`src/rtl/inst_prefetch_buffer_if.sv`:
```
// Fetch-side and cache-side signal bundle of the instruction prefetch queue.
// master = the prefetch buffer, slave = core/cache side.
interface inst_prefetch_buffer_if #(
    parameter int AW = 32
) ();
    logic          redirect_valid;
    logic [AW-1:0] redirect_pc;
    logic          fetch_valid;
    logic          fetch_ready;
    logic [31:0]   fetch_inst;
    logic [AW-1:0] fetch_pc;
    logic          cache_req;
    logic [AW-1:0] cache_addr;
    logic [31:0]   cache_data;
    logic          cache_ready;

    modport master (
        input  redirect_valid,
        input  redirect_pc,
        output fetch_valid,
        input  fetch_ready,
        output fetch_inst,
        output fetch_pc,
        output cache_req,
        output cache_addr,
        input  cache_data,
        input  cache_ready
    );

    modport slave (
        output redirect_valid,
        output redirect_pc,
        input  fetch_valid,
        output fetch_ready,
        input  fetch_inst,
        input  fetch_pc,
        input  cache_req,
        input  cache_addr,
        output cache_data,
        output cache_ready
    );
endinterface

```
`src/rtl/inst_prefetch_buffer.sv`:
```
// Sequential instruction prefetch queue: issues word lookups ahead of the
// core and buffers {pc, inst} in a DEPTH-entry FIFO; redirects flush it.
module inst_prefetch_buffer #(
    parameter int DEPTH = 4,
    parameter int AW    = 32
) (
    input  logic                          HCLK,
    input  logic                          HRESET,
    input  logic [AW-1:0]                 boot_addr,
    inst_prefetch_buffer_if.master        bus
);
    localparam int PW = $clog2(DEPTH);
    localparam int CW = PW + 1;
    localparam logic [CW-1:0] DEPTH_C = CW'(DEPTH);

    typedef enum logic [1:0] {
        IDLE,
        FETCH,
        DROP
    } state_e;

    state_e        state_q, state_d;
    logic [AW-1:0] next_pc_q, next_pc_d;
    logic [AW-1:0] cache_addr_q, cache_addr_d;
    logic          cache_req_q;
    logic [PW-1:0] rptr_q, rptr_d;
    logic [PW-1:0] wptr_q, wptr_d;
    logic [CW-1:0] count_q, count_d;
    logic [AW-1:0] pc_q   [DEPTH];
    logic [31:0]   inst_q [DEPTH];

    logic redir;
    logic push;
    logic pop;
    logic has_room;

    always_comb begin
        redir     = bus.redirect_valid;
        push      = (state_q == FETCH) && bus.cache_ready && !redir;
        pop       = (count_q != '0) && bus.fetch_ready && !redir;
        count_d   = count_q;
        rptr_d    = rptr_q;
        wptr_d    = wptr_q;
        next_pc_d = next_pc_q;
        state_d   = state_q;
        if (redir) begin
            count_d   = '0;
            rptr_d    = '0;
            wptr_d    = '0;
            next_pc_d = bus.redirect_pc & ~AW'(3);
        end else begin
            if (push) begin
                wptr_d    = wptr_q + PW'(1);
                next_pc_d = next_pc_q + AW'(4);
            end
            if (pop) begin
                rptr_d = rptr_q + PW'(1);
            end
            count_d = count_q + CW'(push) - CW'(pop);
        end
        has_room = count_d < DEPTH_C;
        unique case (state_q)
            IDLE: begin
                if (redir || has_room) state_d = FETCH;
            end
            FETCH: begin
                if (bus.cache_ready) begin
                    state_d = (redir || has_room) ? FETCH : IDLE;
                end else if (redir) begin
                    state_d = DROP;
                end
            end
            DROP: begin
                if (bus.cache_ready) state_d = FETCH;
            end
            default: state_d = IDLE;
        endcase
        // A stale lookup keeps its address until the cache answers it
        cache_addr_d = (state_d == DROP) ? cache_addr_q : next_pc_d;
    end

    always_ff @(posedge HCLK) begin
        if (HRESET) begin
            state_q      <= IDLE;
            next_pc_q    <= boot_addr & ~AW'(3);
            cache_addr_q <= boot_addr & ~AW'(3);
            cache_req_q  <= 1'b0;
            rptr_q       <= '0;
            wptr_q       <= '0;
            count_q      <= '0;
            for (int i = 0; i < DEPTH; i++) begin
                pc_q[i]   <= '0;
                inst_q[i] <= '0;
            end
        end else begin
            state_q      <= state_d;
            next_pc_q    <= next_pc_d;
            cache_addr_q <= cache_addr_d;
            cache_req_q  <= (state_d != IDLE);
            rptr_q       <= rptr_d;
            wptr_q       <= wptr_d;
            count_q      <= count_d;
            if (push) begin
                pc_q[wptr_q]   <= next_pc_q;
                inst_q[wptr_q] <= bus.cache_data;
            end
        end
    end

    assign bus.fetch_valid = (count_q != '0);
    assign bus.fetch_inst  = inst_q[rptr_q];
    assign bus.fetch_pc    = pc_q[rptr_q];
    assign bus.cache_req   = cache_req_q;
    assign bus.cache_addr  = cache_addr_q;
endmodule

```
`src/flat_wrapper.sv`:
```
// flat-port wrapper written by rule: the top's interface ports become plain ports
module inst_prefetch_buffer_flat 
#(
    parameter int DEPTH = 4,
    parameter int AW    = 32
)
  (HCLK, HRESET, boot_addr, bus_redirect_valid, bus_redirect_pc, bus_fetch_valid, bus_fetch_ready, bus_fetch_inst, bus_fetch_pc, bus_cache_req, bus_cache_addr, bus_cache_data, bus_cache_ready);
  inst_prefetch_buffer_if #(.AW(AW)) bus_i ();
  input  logic HCLK;
  input  logic HRESET;
  input  logic [AW-1:0] boot_addr;
  input wire logic [$bits(bus_i.redirect_valid)-1:0] bus_redirect_valid;
  input wire logic [$bits(bus_i.redirect_pc)-1:0] bus_redirect_pc;
  output wire logic [$bits(bus_i.fetch_valid)-1:0] bus_fetch_valid;
  input wire logic [$bits(bus_i.fetch_ready)-1:0] bus_fetch_ready;
  output wire logic [$bits(bus_i.fetch_inst)-1:0] bus_fetch_inst;
  output wire logic [$bits(bus_i.fetch_pc)-1:0] bus_fetch_pc;
  output wire logic [$bits(bus_i.cache_req)-1:0] bus_cache_req;
  output wire logic [$bits(bus_i.cache_addr)-1:0] bus_cache_addr;
  input wire logic [$bits(bus_i.cache_data)-1:0] bus_cache_data;
  input wire logic [$bits(bus_i.cache_ready)-1:0] bus_cache_ready;
  assign bus_i.redirect_valid = bus_redirect_valid;
  assign bus_i.redirect_pc = bus_redirect_pc;
  assign bus_fetch_valid = bus_i.fetch_valid;
  assign bus_i.fetch_ready = bus_fetch_ready;
  assign bus_fetch_inst = bus_i.fetch_inst;
  assign bus_fetch_pc = bus_i.fetch_pc;
  assign bus_cache_req = bus_i.cache_req;
  assign bus_cache_addr = bus_i.cache_addr;
  assign bus_i.cache_data = bus_cache_data;
  assign bus_i.cache_ready = bus_cache_ready;
  inst_prefetch_buffer #(.DEPTH(DEPTH), .AW(AW)) u_core (.HCLK(HCLK), .HRESET(HRESET), .boot_addr(boot_addr), .bus(bus_i));
endmodule
```
`config.mk`:
```
export PLATFORM = sky130hd
export DESIGN_NAME = inst_prefetch_buffer_flat
export DESIGN_NICKNAME = d
export VERILOG_FILES = /design/src/rtl/inst_prefetch_buffer_if.sv /design/src/rtl/inst_prefetch_buffer.sv /design/src/flat_wrapper.sv
export SDC_FILE = /design/constraint.sdc
export NUM_CORES = 1
export LEC_CHECK = 0
export ABC_CLOCK_PERIOD_IN_PS = 3300
export CAP_MARGIN = 20
export CORE_MARGIN = 2
export CORE_UTILIZATION = 35
export DETAILED_ROUTE_END_ITERATION = 10
export MAX_ROUTING_LAYER = met4
export SLEW_MARGIN = 0
export SYNTH_ARGS = -nofsm -noshare
export SYNTH_HDL_FRONTEND = slang
export SYNTH_SLANG_ARGS = --single-unit
```
`constraint.sdc`:
```
create_clock -name HCLK -period 3.3 [get_ports HCLK]
set_clock_uncertainty 0.05 [all_clocks]
set_input_delay 0.66 -clock HCLK [delete_from_list [all_inputs] [get_ports HCLK]]
set_output_delay 0.66 -clock HCLK [all_outputs]
set_load 0.01 [all_outputs]
```
==> flow_summary.json <==
{
  "run_status": "finished, final reports clean",
  "period_share_pct": 94.5,
  "seq_area_um2": 9520,
  "area_growth_pct": 26.9,
  "synthAdderAreaFrac_pct": 0.391,
  "vdd_drop_max_mv": 0.285,
  "synth_nets": 1185,
  "coreArea_um2": 41800,
  "start_util_pct": 35.2,
  "synthMuxAreaShare_pct": 10.3,
  "io_buffers": 194,
  "ys_async_sr_fraction_pct": 0,
  "cts_sinks": 332,
  "max_freq_mhz": 321,
  "die_h_um": 209,
  "final_common_cell": "edfxtp_1",
  "dr.first_iter.drc_count": 540,
  "setup_ws_ns": 0.182,
  "cp-start-kind": "flip-flop",
  "cts-root-buf": "clkbuf_16",
  "setup_viol": 0,
  "synth_xor_xnor_area_share_pct": 1.67,
  "period_minus_slack_ns": 3.12,
  "syn_area_um2": 14700,
  "place_ws_ns": 0.0890,
  "rsz0062_at_grt": "no",
  "antenna_cells": 0,
  "die_area_um2": 43700,
  "clkTransAtPathRegs_ns": 0.06,
  "path_class": "flip-flop to output port",
  "row_count": 75,
  "grt_pass1_wl_mm": 57.6,
  "antenna_left": 0,
  "worstPathRequired_ns": 2.59,
  "drtPass1Iterations": 5,
  "cts.path.max_buffers": 3,
  "min_path_type": "flip-flop to flip-flop",
  "r2r_setup_slack_ns": 0.34,
  "yosys.area_share.simple_pct": 14.9,
  "num_io_pins": 199,
  "worstMarginPinSlew_ns": 0.866,
  "multi_input_area_um2": 4730,
  "dpl.hpwl_mm": 24.0,
  "yosysSeqAreaShare_pct": 64.6,
  "maxCapViolCount": 0,
  "syn_avg_cell_area_um2": 13.6,
  "vias": 9228,
  "h-tree-depth": 2,
  "fill_cells": 3740,
  "numCtsBuffers": 39,
  "yosysTopAreaCell": "edfxtp_1",
  "worstPathArrival_ns": 2.41,
  "nets": 1384,
  "slew_viol_final": 0,
  "max-slew-margin-rel_pct": 42.2,
  "synth_top_family_by_area": "simple AND/OR/NAND/NOR gates",
  "die_x_um": 209,
  "path_max_fanout": 28,
  "grt_pass1_vias": 9774,
  "ys_types": 60,
  "cts_tree": "done",
  "synthTopCellsByArea": "edfxtp_1, mux4_2, dfxtp_1",
  "finalHoldViolations": 0,
  "antenna_found_initial": 0,
  "gp_congestion": 0.813,
  "wl_mm": 37.0,
  "synth_flop_cell": "edfxtp_1",
  "syn_inst": 1080,
  "synth-compound-area-share_pct": 4.60,
  "clk_latency_ns": 0.52,
  "synth_edf_count": 286,
  "wl_per_cell_um": 20.1,
  "viasPerCell": 5.01,
  "critPathCaptureType": "output port",
  "drc": 0,
  "yosys_warnings": 0,
  "p_leak_nw": 6.76,
  "synth-seq-cells": 332,
  "grt_usage_pct": 17.7,
  "tns_ns": 0,
  "drive_above_1_share_pct": 13.6,
  "yosysTopAreaCellShare_pct": 58.3,
  "power_per_cell_area_nw_per_um2": 526,
  "grt_max_degree": 56,
  "grt_overflow": 0,
  "cts_hold_buf": 0,
  "final_cell_mix": "edfxtp_1, clkdlybuf4s50_1, and2_1, nor2_1, nand2_1"
}
-- final timing paths --
kind | from | endpoint | depth (start not counted)
setup / recovery | flip-flop | bus_fetch_inst[20] | 3
hold / removal | u_core.bus.cache_addr[0] | u_core.bus.cache_addr[0] | 2
setup reg to reg | u_core.count_q[1] | u_core.state_q[0] | 11
hold reg to reg | u_core.bus.cache_addr[0] | u_core.bus.cache_addr[0] | 2
-- layer usage --
| layer | GRT usage [%] | up-vias | wire length [µm] |
|---|---|---|---|
| li1 | - | 4344 | - |
| met5 | - | - | 0 |
| met2 | 29.1 | 279 | 17900 |
| met4 | 3.87 | 0 | 586 |
| met1 | 23.0 | 4557 | 16400 |
| met3 | 3.16 | 48 | 2100 |
-- registers in the layout, indices dropped and copies added (netlist names), named ones only --
register               cells
u_core.count_q             3
u_core.bus.cache_addr     32
u_core.state_q             2
u_core.next_pc_q          32
u_core.pc_q              128
u_core.inst_q            128
u_core.wptr_q              2
u_core.bus.cache_req       1
u_core.rptr_q              2
-- worst max-delay path: stages (launching register included) --
cell,delay [ns]
dfxtp_4,0.50
buf_12,0.29
mux4_2,0.58
clkdlybuf4s50_1,0.50
-- cell type report --
type / instances / area share [%]
well taps: 539 / 3.61
clock inverters: 15 / 0.791
flip-flops and latches: 332 / 51.0
inverters: 52 / 1.05
repair buffers: 232 / 12.8
clock buffers: 51 / 5.52
multi-input cells: 622 / 25.3
-- stage by stage --
| step | power (W) | utilization [%] | std cells | instance area (µm²) | hold slack (ns) |
|---|---|---|---|---|---|
| after floorplan | 0.00535 | - | 1080 | 14700 | 0.419 |
| after global placement | 0.00586 | 41.9 | 1777 | 17500 | 0.442 |
| after detailed placement | 0.00587 | 41.9 | 1777 | 17500 | 0.437 |
| after CTS | 0.00995 | 44.7 | 1843 | 18700 | 0.474 |
| after global routing | 0.0102 | 44.7 | 1843 | 18700 | 0.486 |
| final | 0.00982 | 44.7 | 1843 | 18700 | 0.475 |
-- logic make-up after synthesis --
kind of cell | after synthesis
DFF | 332
xor gates and xnor gates | 28
AOI/OAI and AO/OA | 99
and+or+nand+nor | 419
muxes | 72
adders and majority gates | 4
buffers and inverters | 126
-- cells in the mapped netlist (8+ instances only) --
cell type and instances:
and2_1 127, nand2_1 74, nand3_1 12, o31ai_1 15, o21ai_0 26, clkbuf_1 46, mux2i_1 8, nand4_1 9
buf_2 20, a21oi_1 11, nor2b_1 16, a22oi_1 13, xnor2_1 9, mux4_2 64, xor2_1 19, nor3_1 25
dfxtp_1 46, nor4_1 15, inv_1 51, nor2_1 105, edfxtp_1 286
-- power breakdown --
| group | internal, W | switching [W] |
|---|---|---|
| clock network | 0.00242 | 0.00162 |
| registers | 0.00478 | 0.000129 |
| logic | 0.000441 | 0.000428 |
| total | 0.00764 | 0.00218 |
-- repair_timing --
item	CTS	global route
setup endpoints to repair	0	1
buffers inserted	0	0
resized for setup	0	1
Power figures use the tool's default switching activity.
